<file path="src/rtl/serial_magnitude_comparator.sv">
// Bit-serial, MSB-first unsigned magnitude comparator.
// An operand pair is taken over a valid/ready handshake. The bits are then
// walked one per clock, and the walk stops at the first differing bit.
// A one-hot gt/lt/eq result is returned over a second valid/ready handshake.
module serial_magnitude_comparator #(
   parameter int WIDTH = 8
) (
   input  logic             clk,
   input  logic             rst_n,
   input  logic             in_valid,
   output logic             in_ready,
   input  logic [WIDTH-1:0] a,
   input  logic [WIDTH-1:0] b,
   output logic             out_valid,
   input  logic             out_ready,
   output logic             a_gt_b,
   output logic             a_lt_b,
   output logic             a_eq_b,
   output logic             busy
);

   // Counter holds the index of the bit currently at the MSB of the shifters.
   localparam int CW = (WIDTH > 1) ? $clog2(WIDTH) : 1;

   typedef enum logic [1:0] {
      IDLE  = 2'd0,
      SHIFT = 2'd1,
      DONE  = 2'd2
   } state_t;

   state_t           state_reg;
   logic [WIDTH-1:0] a_sh_reg;
   logic [WIDTH-1:0] b_sh_reg;
   logic [CW-1:0]    cnt_reg;
   logic             gt_reg;
   logic             lt_reg;
   logic             eq_reg;

   logic a_msb;
   logic b_msb;

   assign a_msb = a_sh_reg[WIDTH-1];
   assign b_msb = b_sh_reg[WIDTH-1];

   // Control FSM. It also handles the operand shifters and the result flags.
   always_ff @(posedge clk) begin
      if (!rst_n) begin
         state_reg <= IDLE;
         a_sh_reg  <= '0;
         b_sh_reg  <= '0;
         cnt_reg   <= '0;
         gt_reg    <= 1'b0;
         lt_reg    <= 1'b0;
         eq_reg    <= 1'b0;
      end else begin
         case (state_reg)
            IDLE: begin
               // in_ready is high in IDLE whenever reset is released,
               // so in_valid alone qualifies the accept.
               if (in_valid) begin
                  a_sh_reg  <= a;
                  b_sh_reg  <= b;
                  cnt_reg   <= CW'(WIDTH - 1);
                  state_reg <= SHIFT;
               end
            end
            SHIFT: begin
               if (a_msb != b_msb) begin
                  // The first differing bit decides the result.
                  gt_reg    <= a_msb;
                  lt_reg    <= b_msb;
                  eq_reg    <= 1'b0;
                  state_reg <= DONE;
               end else if (cnt_reg == '0) begin
                  gt_reg    <= 1'b0;
                  lt_reg    <= 1'b0;
                  eq_reg    <= 1'b1;
                  state_reg <= DONE;
               end else begin
                  a_sh_reg <= a_sh_reg << 1;
                  b_sh_reg <= b_sh_reg << 1;
                  cnt_reg  <= cnt_reg - CW'(1);
               end
            end
            DONE: begin
               // Clear the flags so that they read 0 whenever out_valid is low.
               if (out_ready) begin
                  gt_reg    <= 1'b0;
                  lt_reg    <= 1'b0;
                  eq_reg    <= 1'b0;
                  state_reg <= IDLE;
               end
            end
            default: begin
               state_reg <= IDLE;
            end
         endcase
      end
   end

   // Handshake and status outputs are decoded from the state only.
   // in_ready is also held low while reset is asserted.
   assign in_ready  = (state_reg == IDLE) && rst_n;
   assign busy      = (state_reg == SHIFT);
   assign out_valid = (state_reg == DONE);
   assign a_gt_b    = gt_reg;
   assign a_lt_b    = lt_reg;
   assign a_eq_b    = eq_reg;

endmodule

</file>
<file path="config.mk">
export PLATFORM = sky130hd
export DESIGN_NAME = serial_magnitude_comparator
export DESIGN_NICKNAME = d
export VERILOG_FILES = /design/src/rtl/serial_magnitude_comparator.sv
export SDC_FILE = /design/constraint.sdc
export NUM_CORES = 1
export LEC_CHECK = 0
export BUFFER_PORTS_ARGS = -buffer_cell sky130_fd_sc_hd__buf_2
export CORE_ASPECT_RATIO = 0.7
export CORE_MARGIN = 4
export CORE_UTILIZATION = 35
export DETAILED_ROUTE_END_ITERATION = 8
export SYNTH_ARGS = -nofsm -noshare
export SYNTH_HDL_FRONTEND = slang
export SYNTH_SLANG_ARGS = --single-unit
</file>
<file path="constraint.sdc">
create_clock -name clk -period 1.8 [get_ports clk]
set_input_delay 0 -clock clk [delete_from_list [all_inputs] [get_ports clk]]
set_output_delay 0 -clock clk [all_outputs]
set_load 0.02 [all_outputs]
</file>
==> results of run 1 <==
## timing repair
action	4_1_cts	5_1_grt
buffers inserted	0	2
setup endpoints to repair	0	16
resized for setup	0	1
## cell type report
class / count / share of cell area
Clock buffer: 3 / 0.0258
Clock inverter: 1 / 0.0187
Inverter: 7 / 0.0164
Multi-Input combinational cell: 89 / 0.475
Sequential cell: 24 / 0.300
Tap cell: 50 / 0.0391
Timing Repair Buffer: 30 / 0.125
## power groups by stage
stage / Clock [mW] / Sequential (mW) / Combinational [mW]
global placement: 0 / 0.869 / 1.62
floorplan: 0 / 0.875 / 1.36
CTS: 0.487 / 0.866 / 1.66
detailed placement: 0 / 0.878 / 1.65
global route: 0.506 / 0.896 / 2.04
finish: 0.472 / 0.865 / 1.86
## path summary, 6_finish.rpt
kind / start / endpoint / slack, ns
max: a_sh_reg[7] / a_sh_reg[3] / 0.11
min: a[0] / a_sh_reg[0] / 0.01
max reg2reg: a_sh_reg[7] / a_sh_reg[3] / 0.11
min reg2reg: b_sh_reg[0] / b_sh_reg[0] / 0.47
## critical path: stages (launching register included)
cell	delay [ns]
dfxtp_1	0.37
inv_1	0.05
ha_1	0.32
inv_1	0.10
o21ai_4	0.26
and2_4	0.27
buf_12	0.13
o211a_1	0.13
## kinds of logic (layout without fill, tap and decap cells)
group	after synthesis	count (layout)
mux	21	21
fa+ha+maj	9	9
simple gates	36	36
buf+inv	16	41
compound gates	23	23
flops	24	24
## per-layer routing
layer,vias to the layer above,GRT usage,share of wire
li1,514,-,-
met1,474,0.156,0.52
met2,21,0.172,0.42
met3,0,0.0380,0.061
met4,0,0.0145,0
met5,-,0,0
## stage by stage
step                      cells  hold slack [ns]
final                       204           0.0102
after global routing        204           0.0342
after CTS                   202          0.00873
after detailed placement    198            0.293
after global placement      198            0.279
after floorplan             129            0.166
## cells in the final DEF (no fill, tap or decap), types with 7 or more instances in the layout
cell type,instances
buf_2,25
nand3_1,14
o211a_1,16
nor2b_1,7
mux2i_1,21
ha_1,9
inv_1,7
dfxtp_1,24
==> impl_metrics.py, run 1 <==
metrics = {
    "run_status": {
        "outcome": "complete, no violations",
    },
    "setup_path": {
        "end_kind": "flip-flop",
        "cp-start-kind": "flip-flop",
        "critPathKind": "reg2reg",
        "r2r_cells": 7,
        "critPathArrivalTime_ns": 1.90,
        "cp.required_ns": 2.02,
        "worstPathMaxFanout": 8,
    },
    "yosys": {
        "synth-simple-area-share": 0.160,
        "synthAdderAreaFrac": 0.0855,
        "synth_top_cell_area_share": 0.365,
        "synth-xor-area-share": 0,
        "synth-edff-count": 0,
        "async_flop_share": 0,
        "avgSynthCellArea_um2": 10.2,
        "yosysTopAreaCell": "dfxtp_1",
        "synth_cells": 129,
        "synth_mux_area_frac": 0.160,
        "postSynthRegisterBits": 24,
        "seq_area_frac_synth": 0.365,
        "synth_compound_area_frac": 0.167,
        "synth_ff_type": "dfxtp_1",
        "synth_top_family_by_area": "compound AO/OA/AOI/OAI gates",
        "syn-num-nets": 158,
        "synth.most_common_cell": "dfxtp_1",
        "syn_area_um2": 1320,
        "synth_area_leaders": "dfxtp_1, mux2i_1, o211a_1",
        "synthTopCellsByCount": "dfxtp_1, mux2i_1, o211a_1",
        "synth.distinct_cells": 26,
        "yosysWarnings": 0,
    },
    "placed_design": {
        "portBuffers": 25,
        "dp_hpwl_um": 1870,
        "place_area_um2": 1480,
        "post-place-ws_ns": 0.0966,
        "gp_routability_congestion": 0.711,
    },
    "worst_hold_path": {
        "whs_path_depth": 3,
        "holdCritPathClass": "in2reg",
    },
    "final_layout": {
        "drive_above_1_share": 0.253,
        "multiInputGateArea_um2": 761,
        "diodes": 0,
        "regArea_um2": 480,
        "nNetsFinal": 184,
        "final_area_um2": 1600,
        "area_delta_synth_final_pct": 21.6,
        "fin_util": 0.447,
        "num-fill-cells": 369,
    },
    "pwr": {
        "power.leakage_nw": 0.826,
        "clkPwrFrac": 0.148,
        "total_power_mw": 3.19,
        "power.switching_mw": 1.24,
        "p_int_mw": 1.96,
        "switching_share": 0.387,
        "seqPwrFrac": 0.271,
        "peakVddDrop_mv": 0.707,
        "power_density_nw_per_um2": 1990,
        "comb_power_share": 0.581,
    },
    "route": {
        "dr.pass1.iters": 4,
        "drtAntennaViolNets": 0,
        "routed_via_density": 4.95,
        "post_drt_wl_per_cell_um": 12.9,
        "finalWirelength_um": 2630,
        "drtIter0Drc": 65,
        "drc": 0,
        "vias": 1009,
    },
    "timing": {
        "post-route-min-period_ns": 1.69,
        "setup-violations-final": 0,
        "finalCritPeriodShare": 0.937,
        "setup_ws_ns": 0.113,
        "drv_slew": 0,
        "worst-slew-pin-transition_ns": 0.483,
        "relSlewSlack": 0.678,
        "tns_ns": 0,
        "max_freq_mhz": 593,
        "clock_skew_ns": 0.00424,
        "hold_viol": 0,
    },
    "global_routing": {
        "globalRouteOverflowTotal": 0,
        "grt_max_degree": 28,
        "antenna_found_initial": 0,
        "grt_pass1_vias": 945,
        "grt.total_usage": 0.112,
        "grt_pass1_wl_um": 4240,
    },
    "floorplanning": {
        "rows": 18,
        "core-area_um2": 3580,
        "die_h_um": 59.3,
        "die_area_um2": 4830,
        "ios": 26,
        "initial_utilization": 0.368,
        "die_w_um": 81.3,
    },
    "cts": {
        "h-tree-depth": 1,
        "cts_tree": "built",
        "clockBufferDepth": 2,
        "clk_pin_slew_ns": 0.09,
        "cts-root-buf": "clkbuf_8",
        "cts.sinks": 24,
        "cts_made_buffers": 3,
        "clk_latency_ns": 0.27,
        "hold_buffers": 0,
    },
    "flow_run": {
        "max_cap_violations": 0,
    },
}
No activity file was read; power rests on OpenSTA's default activity.
==> run 2, diff against run 1 <==
==> constraint.sdc (replaced) <==
create_clock -name clk -period 2 [get_ports clk]
set_input_delay 0 -clock clk [delete_from_list [all_inputs] [get_ports clk]]
set_output_delay 0 -clock clk [all_outputs]
set_load 0.1 [all_outputs]
==> impl_metrics.py, run 2 (synthesized netlist as in run 1, its figures left out) <==
metrics = {
    "final_layout": {
        "final_area_um2": 1560,
        "layout_commonest_cell": "buf_2",
        "nNetsFinal": 182,
        "final_cell_mix": "buf_2, dfxtp_1, mux2i_1",
        "diodes": 0,
        "num-fill-cells": 360,
        "area_delta_synth_final_pct": 18.4,
        "drive_above_1_share": 0.257,
    },
    "cts": {
        "cts_tree": "built",
        "h-tree-depth": 1,
        "cts-root-buf": "clkbuf_8",
        "clk_pin_slew_ns": 0.09,
        "clockBufferDepth": 2,
        "cts_made_buffers": 3,
        "cts_resized": 0,
        "clk_latency_ns": 0.27,
        "hold_buffers": 0,
        "postCtsSetupRepairBufs": 0,
        "cts.sinks": 24,
    },
    "pwr": {
        "power.leakage_nw": 0.803,
        "power_density_nw_per_um2": 1900,
        "peakVddDrop_mv": 0.890,
        "comb_power_share": 0.593,
        "switching_share": 0.454,
        "power.switching_mw": 1.35,
        "clkPwrFrac": 0.145,
        "seqPwrFrac": 0.262,
        "total_power_mw": 2.97,
        "p_int_mw": 1.62,
    },
    "floorplanning": {
        "initial_utilization": 0.368,
        "rows": 18,
        "die_w_um": 81.3,
        "core-area_um2": 3580,
        "die_h_um": 59.3,
        "die_area_um2": 4830,
        "ios": 26,
    },
    "timing": {
        "setup-violations-final": 0,
        "worst-slew-pin-transition_ns": 0.491,
        "hold_viol": 0,
        "post-route-min-period_ns": 1.69,
        "drv_slew": 0,
        "rsz0062_at_grt": "no",
        "finalCritPeriodShare": 0.845,
        "tns_ns": 0,
        "relSlewSlack": 0.675,
        "max_freq_mhz": 592,
        "clock_skew_ns": 0.00790,
    },
    "global_routing": {
        "grt_max_degree": 28,
        "grt_pass1_wl_um": 4600,
        "globalRouteOverflowTotal": 0,
        "grt.total_usage": 0.123,
        "antenna_found_initial": 0,
        "grt_pass1_vias": 1001,
    },
    "setup_path": {
        "critPathKind": "reg2reg",
        "critPathArrivalTime_ns": 1.89,
        "end_kind": "flip-flop",
        "cp.required_ns": 2.20,
        "cp-start-kind": "flip-flop",
        "worstPathMaxFanout": 18,
    },
    "run_status": {
        "outcome": "complete, no violations",
    },
    "route": {
        "drc": 0,
        "drtIter0Drc": 11,
        "dr.pass1.iters": 4,
        "finalWirelength_um": 2710,
        "routed_via_density": 4.94,
        "post_drt_wl_per_cell_um": 13.4,
        "vias": 997,
        "drtAntennaViolNets": 0,
    },
    "placed_design": {
        "gp_routability_congestion": 0.807,
        "place_area_um2": 1490,
        "dp_hpwl_um": 1980,
        "portBuffers": 25,
    },
    "worst_hold_path": {
        "holdCritPathClass": "in2reg",
    },
    "flow_run": {
        "max_cap_violations": 0,
    },
}
-- run 2: cell count changes in the layout (fill, tap and decap cells not counted), sizes merged --
cell,delta
buf,-2
-- run 2: path summary, 6_finish.rpt --
path | endpoint | slack (ns) | cells after the start | from
setup / recovery | b_sh_reg[0] | 0.31 | 6 | state_reg[0]
hold / removal | b_sh_reg[0] | 0.004 | 3 | b[0]
hold reg to reg | a_sh_reg[0] | 0.47 | 2 | a_sh_reg[0]
setup reg to reg | b_sh_reg[0] | 0.31 | 6 | state_reg[0]
-- run 2: worst max-delay path: stages, from the launching register on --
cell and delay, ns:
dfxtp_1 0.38, inv_1 0.10, ha_1 0.23, nand2b_1 0.16
o21a_2 0.24, and2_4 0.30, mux2i_1 0.21
-- run 2: cell type report --
class | count | area (um^2) | share of cell area
flip-flops and latches | 24 | 480 | 0.308
clock buffers | 3 | 41.3 | 0.0265
well taps | 50 | 62.6 | 0.0401
repair buffers | 28 | 160 | 0.103
inverters | 7 | 26.3 | 0.0168
multi-input cells | 89 | 759 | 0.487
clock inverters | 1 | 30.0 | 0.0192
-- run 2: routing by layer --
metal / up-vias / share of wire / GRT usage
met5: - / 0 / 0
met4: 0 / 0 / 0.0145
met3: 0 / 0.056 / 0.0456
met2: 21 / 0.43 / 0.191
met1: 468 / 0.51 / 0.168
li1: 508 / - / -
-- run 2: power groups by stage --
stage | Clock, mW | Sequential [mW] | Combinational, mW
after floorplan | 0 | 0.901 | 1.39
after global placement | 0 | 0.782 | 1.73
after detailed placement | 0 | 0.791 | 1.76
after CTS | 0.442 | 0.781 | 1.77
after global routing | 0.473 | 0.807 | 1.92
final | 0.431 | 0.779 | 1.76
-- run 2: through the flow --
stage	util	cells	hold WS [ns]	worst slack (ns)
final	0.436	202	0.00390	0.310
after global routing	0.436	202	0.0206	0.147
after CTS	0.436	202	0.00665	0.294
after detailed placement	0.416	198	0.302	0.312
after global placement	0.416	198	0.278	0.420
after floorplan	-	129	0.166	0.0362
